==> config.mk <==
export PLATFORM = sky130hd
export DESIGN_NAME = fp_addsub_pipe
export DESIGN_NICKNAME = d
export VERILOG_FILES = /design/src/rtl/fp_addsub_pipe.sv
export SDC_FILE = /design/constraint.sdc
export NUM_CORES = 2
export LEC_CHECK = 0
export ABC_CLOCK_PERIOD_IN_PS = 11800
export CAP_MARGIN = 20
export CORE_MARGIN = 1.5
export CORE_UTILIZATION = 45
export DETAILED_ROUTE_END_ITERATION = 7
export PLACE_DENSITY_LB_ADDON = 0.08
export SLEW_MARGIN = 25
export SYNTH_ARGS = -nofsm -noshare
export SYNTH_HDL_FRONTEND = slang
export SYNTH_SLANG_ARGS = --single-unit
==> constraint.sdc <==
create_clock -name clk -period 11.8 [get_ports clk]
set_clock_uncertainty 0.15 [all_clocks]
set_input_delay 1.77 -clock clk [delete_from_list [all_inputs] [get_ports clk]]
set_output_delay 1.77 -clock clk [all_outputs]
set_load 0.005 [all_outputs]
==> src/rtl/fp_addsub_pipe.sv <==
// Pipelined IEEE-754 floating-point adder/subtractor.
// Stage 1 unpacks, swaps and aligns; stage 2 adds; stage 3 normalises,
// rounds to nearest-even and registers result/flags. A single global
// advance signal stalls every stage when the output is held.
module fp_addsub_pipe #(
  parameter int EXP_W = 11,
  parameter int MAN_W = 52,
  localparam int W = 1 + EXP_W + MAN_W
) (
  input  logic         clk,
  input  logic         rst_n,
  input  logic         in_valid,
  output logic         in_ready,
  input  logic [W-1:0] a_operand,
  input  logic [W-1:0] b_operand,
  input  logic         add_or_sub,
  output logic         out_valid,
  input  logic         out_ready,
  output logic [W-1:0] result,
  output logic [2:0]   flags
);

  localparam int STAGES = 3;
  // Significand field: hidden, fraction, guard, round, sticky.
  localparam int F  = MAN_W + 4;
  localparam int RW = EXP_W + MAN_W + 1;
  localparam logic [EXP_W-1:0] EMAX = '1;
  localparam logic [W-1:0] QNAN = {1'b0, EMAX, 1'b1, {(MAN_W-1){1'b0}}};

  typedef enum logic [1:0] {SP_NONE, SP_NAN, SP_INF} sp_e;

  typedef struct packed {
    sp_e              sp;
    logic             sp_sign;
    logic             sp_inv;
    logic             sign_l;
    logic             sign_s;
    logic [EXP_W-1:0] exp_l;
    logic [F-1:0]     sig_l;
    logic [F-1:0]     sig_s;
  } s1_t;

  typedef struct packed {
    sp_e              sp;
    logic             sp_sign;
    logic             sp_inv;
    logic             sign;
    logic             zsign;
    logic [EXP_W-1:0] exp_l;
    logic [F:0]       sum;
  } s2_t;

  logic [STAGES:0] vld_pipe;
  logic            advance;
  s1_t             s1_d, s1_q;
  s2_t             s2_d, s2_q;
  logic [W-1:0]    res_d;
  logic [2:0]      flg_d;

  assign vld_pipe[0] = in_valid;
  assign out_valid   = vld_pipe[STAGES];
  assign advance     = ~out_valid | out_ready;
  assign in_ready    = advance;

  // Leading-zero count; an all-zero input returns F.
  function automatic logic [EXP_W-1:0] lzc(input logic [F-1:0] v);
    lzc = EXP_W'(F);
    for (int i = 0; i < F; i++)
      if (v[i]) lzc = EXP_W'(F - 1 - i);
  endfunction

  // ---------------- stage 1: unpack, classify, swap, align ----------------
  logic [EXP_W-1:0] ea, eb, el, es, el_eff, es_eff, diff;
  logic [MAN_W-1:0] fa, fb, fl, fs;
  logic             sa, sb, swap;
  logic             a_nan, b_nan, a_inf, b_inf, a_snan, b_snan;
  logic [F-1:0]     sig_s_full, sh;

  // Order operands by magnitude and shift the smaller one into place.
  always_comb begin
    s1_d       = '0;
    ea         = a_operand[W-2:MAN_W];
    eb         = b_operand[W-2:MAN_W];
    fa         = a_operand[MAN_W-1:0];
    fb         = b_operand[MAN_W-1:0];
    sa         = a_operand[W-1];
    sb         = b_operand[W-1] ^ add_or_sub;
    swap       = b_operand[W-2:0] > a_operand[W-2:0];
    el         = swap ? eb : ea;
    es         = swap ? ea : eb;
    fl         = swap ? fb : fa;
    fs         = swap ? fa : fb;
    // Subnormals behave as exponent 1 with a zero hidden bit.
    el_eff     = (el == '0) ? EXP_W'(1) : el;
    es_eff     = (es == '0) ? EXP_W'(1) : es;
    diff       = el_eff - es_eff;
    sig_s_full = {|es, fs, 3'b000};
    sh         = sig_s_full >> diff;
    if (diff >= EXP_W'(F))
      s1_d.sig_s = {{(F-1){1'b0}}, |sig_s_full};
    else
      s1_d.sig_s = sh | {{(F-1){1'b0}}, ((sh << diff) != sig_s_full)};
    s1_d.sig_l  = {|el, fl, 3'b000};
    s1_d.exp_l  = el_eff;
    s1_d.sign_l = swap ? sb : sa;
    s1_d.sign_s = swap ? sa : sb;

    a_nan  = (ea == EMAX) && (fa != '0);
    b_nan  = (eb == EMAX) && (fb != '0);
    a_inf  = (ea == EMAX) && (fa == '0);
    b_inf  = (eb == EMAX) && (fb == '0);
    a_snan = a_nan && !fa[MAN_W-1];
    b_snan = b_nan && !fb[MAN_W-1];
    s1_d.sp = SP_NONE;
    if (a_nan || b_nan) begin
      s1_d.sp     = SP_NAN;
      s1_d.sp_inv = a_snan | b_snan;
    end else if (a_inf && b_inf && (sa != sb)) begin
      s1_d.sp     = SP_NAN;
      s1_d.sp_inv = 1'b1;
    end else if (a_inf) begin
      s1_d.sp      = SP_INF;
      s1_d.sp_sign = sa;
    end else if (b_inf) begin
      s1_d.sp      = SP_INF;
      s1_d.sp_sign = sb;
    end
  end

  // Stage 1 register.
  always_ff @(posedge clk or negedge rst_n) begin
    if (!rst_n) s1_q <= '0;
    else if (advance) s1_q <= s1_d;
  end

  // ---------------- stage 2: add / subtract ----------------
  // Larger magnitude is first, so an effective subtract never goes negative.
  always_comb begin
    s2_d         = '0;
    s2_d.sp      = s1_q.sp;
    s2_d.sp_sign = s1_q.sp_sign;
    s2_d.sp_inv  = s1_q.sp_inv;
    s2_d.sign    = s1_q.sign_l;
    // Exact zero is -0 only when both effective signs are negative.
    s2_d.zsign   = s1_q.sign_l & s1_q.sign_s;
    s2_d.exp_l   = s1_q.exp_l;
    if (s1_q.sign_l != s1_q.sign_s)
      s2_d.sum = {1'b0, s1_q.sig_l} - {1'b0, s1_q.sig_s};
    else
      s2_d.sum = {1'b0, s1_q.sig_l} + {1'b0, s1_q.sig_s};
  end

  // Stage 2 register.
  always_ff @(posedge clk or negedge rst_n) begin
    if (!rst_n) s2_q <= '0;
    else if (advance) s2_q <= s2_d;
  end

  // ---------------- stage 3: normalise, round, pack ----------------
  logic [EXP_W-1:0] lz, lim, shamt, e, e_fld;
  logic [F-1:0]     m;
  logic             rup, ovf;
  logic [RW-1:0]    rnd;

  // Normalise, then round by adding into {exp,frac} so carries renormalise.
  always_comb begin
    res_d = '0;
    flg_d = '0;
    lz    = lzc(s2_q.sum[F-1:0]);
    lim   = s2_q.exp_l - EXP_W'(1);
    shamt = (lz < lim) ? lz : lim;
    if (s2_q.sum[F]) begin
      m = {s2_q.sum[F:2], |s2_q.sum[1:0]};
      e = s2_q.exp_l + EXP_W'(1);
    end else begin
      m = s2_q.sum[F-1:0] << shamt;
      e = s2_q.exp_l - shamt;
    end
    // A limited shift leaves the hidden bit clear: subnormal encoding.
    e_fld = m[F-1] ? e : '0;
    rup   = m[2] & (m[3] | m[1] | m[0]);
    rnd   = {1'b0, e_fld, m[F-2:3]} + RW'(rup);
    ovf   = rnd[RW-1] | (rnd[RW-2:MAN_W] == EMAX);
    case (s2_q.sp)
      SP_NAN: begin
        res_d = QNAN;
        flg_d = {s2_q.sp_inv, 2'b00};
      end
      SP_INF: res_d = {s2_q.sp_sign, EMAX, {MAN_W{1'b0}}};
      default: begin
        if (s2_q.sum == '0) begin
          res_d = {s2_q.zsign, {(W-1){1'b0}}};
        end else if (ovf) begin
          res_d = {s2_q.sign, EMAX, {MAN_W{1'b0}}};
          flg_d = 3'b011;
        end else begin
          res_d = {s2_q.sign, rnd[RW-2:0]};
          flg_d = {2'b00, |m[2:0]};
        end
      end
    endcase
  end

  // Output register; holds while the consumer stalls.
  always_ff @(posedge clk or negedge rst_n) begin
    if (!rst_n) begin
      result <= '0;
      flags  <= '0;
    end else if (advance) begin
      result <= res_d;
      flags  <= flg_d;
    end
  end

  // Valid shift register; bubbles travel as zeros.
  always_ff @(posedge clk or negedge rst_n) begin
    if (!rst_n) vld_pipe[STAGES:1] <= '0;
    else if (advance) vld_pipe[STAGES:1] <= vld_pipe[STAGES-1:0];
  end

endmodule

==> impl_metrics.env, run 1 <==
export IMPL_synthAdderAreaFrac_pct=6.42
export IMPL_netlist_area_sq_um=40100
export IMPL_synth_compound_area_share_pct=32.6
export IMPL_chipWidth_microns=302
export IMPL_cts_max_path_buffers=3
export IMPL_ys_types=109
export IMPL_avgSynthCellArea_sq_um=7.12
export IMPL_synthSimpleGateAreaFrac_pct=24.7
export IMPL_synth_top_family_by_area="compound AO/OA/AOI/OAI gates"
export IMPL_status="did not finish"
export IMPL_ios=202
export IMPL_die_h_microns=302
export IMPL_cts_resized=0
export IMPL_track_usage_pct=63.0
export IMPL_hold_buffers=0
export IMPL_rows=109
export IMPL_muxShareOfSynthArea_pct=9.92
export IMPL_synth_edf_count=0
export IMPL_synth_ff_latch_count=270
export IMPL_cts_root_buf="clkbuf_16"
export IMPL_ys_warnings_count=0
export IMPL_grt_remaining_overflow=2
export IMPL_dp_slack_ps=134
export IMPL_seq_area_frac_synth_pct=16.8
export IMPL_first_global_vias=55662
export IMPL_syn_num_nets=5972
export IMPL_initial_core_util_pct=45.4
export IMPL_place_area_sq_um=47700
export IMPL_post_cts_buffers=0
export IMPL_port_buffers=201
export IMPL_tool_error="[ERROR GRT-0116] Global routing finished with congestion. Check the congestion regions in the DRC Viewer."
export IMPL_stop_stage="5_1_grt"
export IMPL_h_tree_depth=2
export IMPL_hpwl_mm=215
export IMPL_grt_pass1_wl_mm=418
export IMPL_routabilityCongestion=1.25
export IMPL_synth_async_sr_flop_share_pct=100
export IMPL_synth_xor_area_share_pct=3.01
export IMPL_cts_sinks=270
export IMPL_synth_flop_cell="dfrtp_1"
export IMPL_cts_buffers=35
export IMPL_grt_max_degree=189
export IMPL_syn_inst=5635
metal layers:
| layer | overflow | GRT usage, % |
|---|---|---|
| met1 | 0 | 68.1 |
| met2 | 2 | 83.7 |
| met3 | 0 | 37.9 |
| met4 | 0 | 58.2 |
| met5 | 0 | 8.94 |
synthesized netlist by cell type (68+ instances only):
master      n  share of area (%)
a221oi_1   68                1.5
clkbuf_1  313                2.9
a211oi_1   89                1.7
nor3_1    239                3.0
a31oi_1    97                1.5
dfrtp_1   270                 17
a22oi_1    82                1.5
o22ai_1    73                1.1
o211ai_1   82                1.5
ha_1      201                6.3
nand2_1   678                6.3
nor2_1    631                5.9
xnor2_1    98                2.1
o21ai_0   369                4.6
nand4_1    74                1.2
nand3_1   139                1.7
inv_1     209                2.0
mux2i_1   241                6.0
a21oi_1   410                5.1
nor4_1    103                1.6
cell families after synthesis:
kind of cell	count (synthesis)
flip-flops	270
buffers and inverters	633
AND/OR/NAND/NOR	2139
multiplexers	341
AO/OA/AOI/OAI	1910
XOR/XNOR	138
adder cells (fa/ha/maj)	204
stage by stage:
| step | instances | hold WS [ps] |
|---|---|---|
| floorplan | 5635 | 280 |
| global placement | 7295 | 290 |
| detailed placement | 7296 | 308 |
| CTS | 7360 | 320 |
==> inputs of run 2 (changes only) <==
--- a/config.mk
+++ b/config.mk
@@ -8,9 +8,9 @@
 export ABC_CLOCK_PERIOD_IN_PS = 11800
 export CAP_MARGIN = 20
 export CORE_MARGIN = 1.5
-export CORE_UTILIZATION = 45
+export CORE_UTILIZATION = 30
 export DETAILED_ROUTE_END_ITERATION = 7
-export PLACE_DENSITY_LB_ADDON = 0.08
+export PLACE_DENSITY_LB_ADDON = 0.15
 export SLEW_MARGIN = 25
 export SYNTH_ARGS = -nofsm -noshare
 export SYNTH_HDL_FRONTEND = slang
==> impl_metrics.env, run 2 <==
export IMPL_antenna_found_initial=21
export IMPL_cts_max_path_buffers=3
export IMPL_cp_slowest_stage_delay_ps=720
export IMPL_clock_fmax_mhz=87.0
export IMPL_hold_viol_final=0
export IMPL_final_cell_mix="1029 x buf_4, 676 x nand2_1, 627 x nor2_1"
export IMPL_yosys_area_top_type="dfrtp_1"
export IMPL_viasPerCell=6.54
export IMPL_clk_latency_ps=690
export IMPL_rsz0062_at_grt="no"
export IMPL_clkTransAtPathRegs_ps=70
export IMPL_hpwl_mm=255
export IMPL_avgSynthCellArea_sq_um=7.12
export IMPL_drive_above_1_share_pct=20.4
export IMPL_area_growth_pct=31.1
export IMPL_status="finished with violations"
export IMPL_route_detailed_drc=10
export IMPL_routabilityCongestion=1.09
export IMPL_core_sq_um=133000
export IMPL_irDropWorstVdd_mv=0.214
export IMPL_synthTopCellsByArea="dfrtp_1 17%, nand2_1 6.3%, ha_1 6.3%"
export IMPL_h_tree_depth=2
export IMPL_die_area_sq_um=136000
export IMPL_path_depth=42
export IMPL_cp_start_kind="input port"
export IMPL_vias=54478
export IMPL_power_share_switching_pct=59.9
export IMPL_rows=134
export IMPL_fillerInstances=14279
export IMPL_pwr_share_seq_pct=11.5
export IMPL_ant_nets=0
export IMPL_violations="design-rule violations"
export IMPL_grt_remaining_overflow=0
export IMPL_worstMarginPinSlew_ps=1200
export IMPL_worstHoldStart="s1_q[118]"
export IMPL_cts_tree="yes"
export IMPL_yosys_area_top_type_share_pct=16.8
export IMPL_endpoint="s1_q[0]"
export IMPL_end_kind="register"
export IMPL_post_route_min_period_ps=11490
export IMPL_path_max_fanout=13
export IMPL_drtIter0Drc=7049
export IMPL_initial_core_util_pct=30.1
export IMPL_powerDensity_nw_per_um2=319
export IMPL_cts_root_buf="clkbuf_16"
export IMPL_cpMostUsedCell="buf_4"
export IMPL_comb_power_share_pct=80.9
export IMPL_dp_slack_ps=-466
export IMPL_grt_max_degree=106
export IMPL_post_cts_buffers=0
export IMPL_ys_warnings_count=0
export IMPL_netlist_top_cells_count="678 x nand2_1, 631 x nor2_1, 410 x a21oi_1, 369 x o21ai_0, 313 x clkbuf_1"
export IMPL_finalPower_uw=16800
export IMPL_netlist_area_sq_um=40100
export IMPL_regMostFlops="s1_q"
export IMPL_reg2reg_from="s2_q[9]"
export IMPL_hold_buffers=0
export IMPL_min_path_cells=2
export IMPL_p_int_uw=6730
export IMPL_cap_violations=0
export IMPL_die_h_microns=369
export IMPL_fin_crit_sh_pct=97.4
export IMPL_reg_top3="s1_q x126, s2_q x74, result x64"
export IMPL_switchingPower_uw=10000
export IMPL_cts_sinks=270
export IMPL_finalSetupTns_ps=0
export IMPL_cts_buffers=38
export IMPL_cpLargestDelayFamily="compound AO/OA/AOI/OAI gates"
export IMPL_cp_slowest_cell="o31ai_1"
export IMPL_startpoint="a_operand[30]"
export IMPL_synth_flop_cell="dfrtp_1"
export IMPL_syn_num_nets=5972
export IMPL_setup_slack_ps=307
export IMPL_chipWidth_microns=369
export IMPL_synth_async_sr_flop_share_pct=100
export IMPL_cp_data_arrival_time_ps=11950
export IMPL_layout_nets=6854
export IMPL_wl_mm=320
export IMPL_syn_inst=5635
export IMPL_wl_per_cell_microns=38.4
export IMPL_slew_headroom_pct=19.8
export IMPL_synth_most_common_cell="nand2_1"
export IMPL_first_global_vias=51387
export IMPL_holdCritPathClass="reg2reg"
export IMPL_rr_endpoint="flags[0]"
export IMPL_first_pass_iters=8
export IMPL_port_buffers=201
export IMPL_slew_viol_final=0
export IMPL_ios=202
export IMPL_ys_types=109
export IMPL_cp_required_ps=12260
export IMPL_r2r_cells=25
export IMPL_track_usage_pct=45.6
export IMPL_synth_edf_count=0
export IMPL_largest_register_ffs=126
export IMPL_p_leak_uw=0.0224
export IMPL_path_class="in2reg"
export IMPL_ff2ff_setup_slack_ps=1460
export IMPL_grt_pass1_wl_mm=435
export IMPL_layout_commonest_cell="buf_4"
export IMPL_crit_buf_inv=12
export IMPL_synth_ff_latch_count=270
export IMPL_finalSetupViolCount=0
export IMPL_clkPwrFrac_pct=7.6
export IMPL_seq_area_frac_synth_pct=16.8
[run 2: power groups by stage]
stage                     clock network (uW)  logic (uW)  registers, uW
after global routing                    1330       13900           1940
after CTS                               1300       12900           1890
after floorplan                            0        6600           1500
after global placement                     0       13000           1900
final                                   1280       13600           1930
after detailed placement                   0       12900           1900
[run 2: logic make-up (layout without fill, tap and decap cells)]
kind of cell / count (synthesis) / in the layout / share of synthesized area, %
and+or+nand+nor: 2139 / 2139 / 24.7
AOI/OAI and AO/OA: 1910 / 1910 / 32.6
buffers and inverters: 633 / 1543 / 6.49
muxes: 341 / 341 / 9.92
DFF: 270 / 270 / 16.8
adders and majority gates: 204 / 204 / 6.42
xor gates and xnor gates: 138 / 138 / 3.01
other: 0 / 11 / 0
[run 2: layout make-up]
cell class	count	area (sq um)	share of cell area (%)
antenna	11	27.5	0.0523
clock buffer	51	1060	2.01
clock inverter	17	249	0.473
inverter	213	821	1.56
multi-input combinational	4732	31100	59.2
sequential	270	6760	12.8
tap	1768	2210	4.21
timing repair buffer	1262	10400	19.7
[run 2: repair_timing]
action / in CTS / in global routing
gates resized for setup: 0 / 8
hold endpoints to repair: 0 / 0
setup endpoints to repair: 0 / 1
[run 2: worst reg2reg max path, delay by kind of cell (launching register included)]
family	cells	cell delay, ps
buffers and inverters	3	780
muxes	2	1190
DFF	1	530
AOI/OAI and AO/OA	10	3750
and+or+nand+nor	9	3480
adders and majority gates	1	370
[run 2: stage by stage]
stage                     hold WS, ps  std cells  area, sq um  utilization (%)
after floorplan                   280       5635        40100                -
after global placement            294       8240        51100             38.4
after detailed placement          297       8243        51200             38.4
after CTS                         309       8311        52500             39.4
after global routing              338       8317        52600             39.5
final                             306       8324        52600             39.5
[run 2: how the worst min path moves through the flow]
stage | endpoint | slack, ps
2_1_floorplan | vld_pipe[2] | 280
3_3_place_gp | out_valid | 290
3_5_place_dp | vld_pipe[2] | 300
4_1_cts | out_valid | 310
5_1_grt | out_valid | 340
6_report | s2_q[63] | 310
[run 2: metal layers]
metal	share of wire (%)	track usage (%)	vias up
met2	42	68.6	3635
met4	11	41.2	18
met3	9.5	11.7	1132
li1	-	-	23171
met5	0.036	0	-
met1	37	53.2	26522
Power figures use the tool's default switching activity.
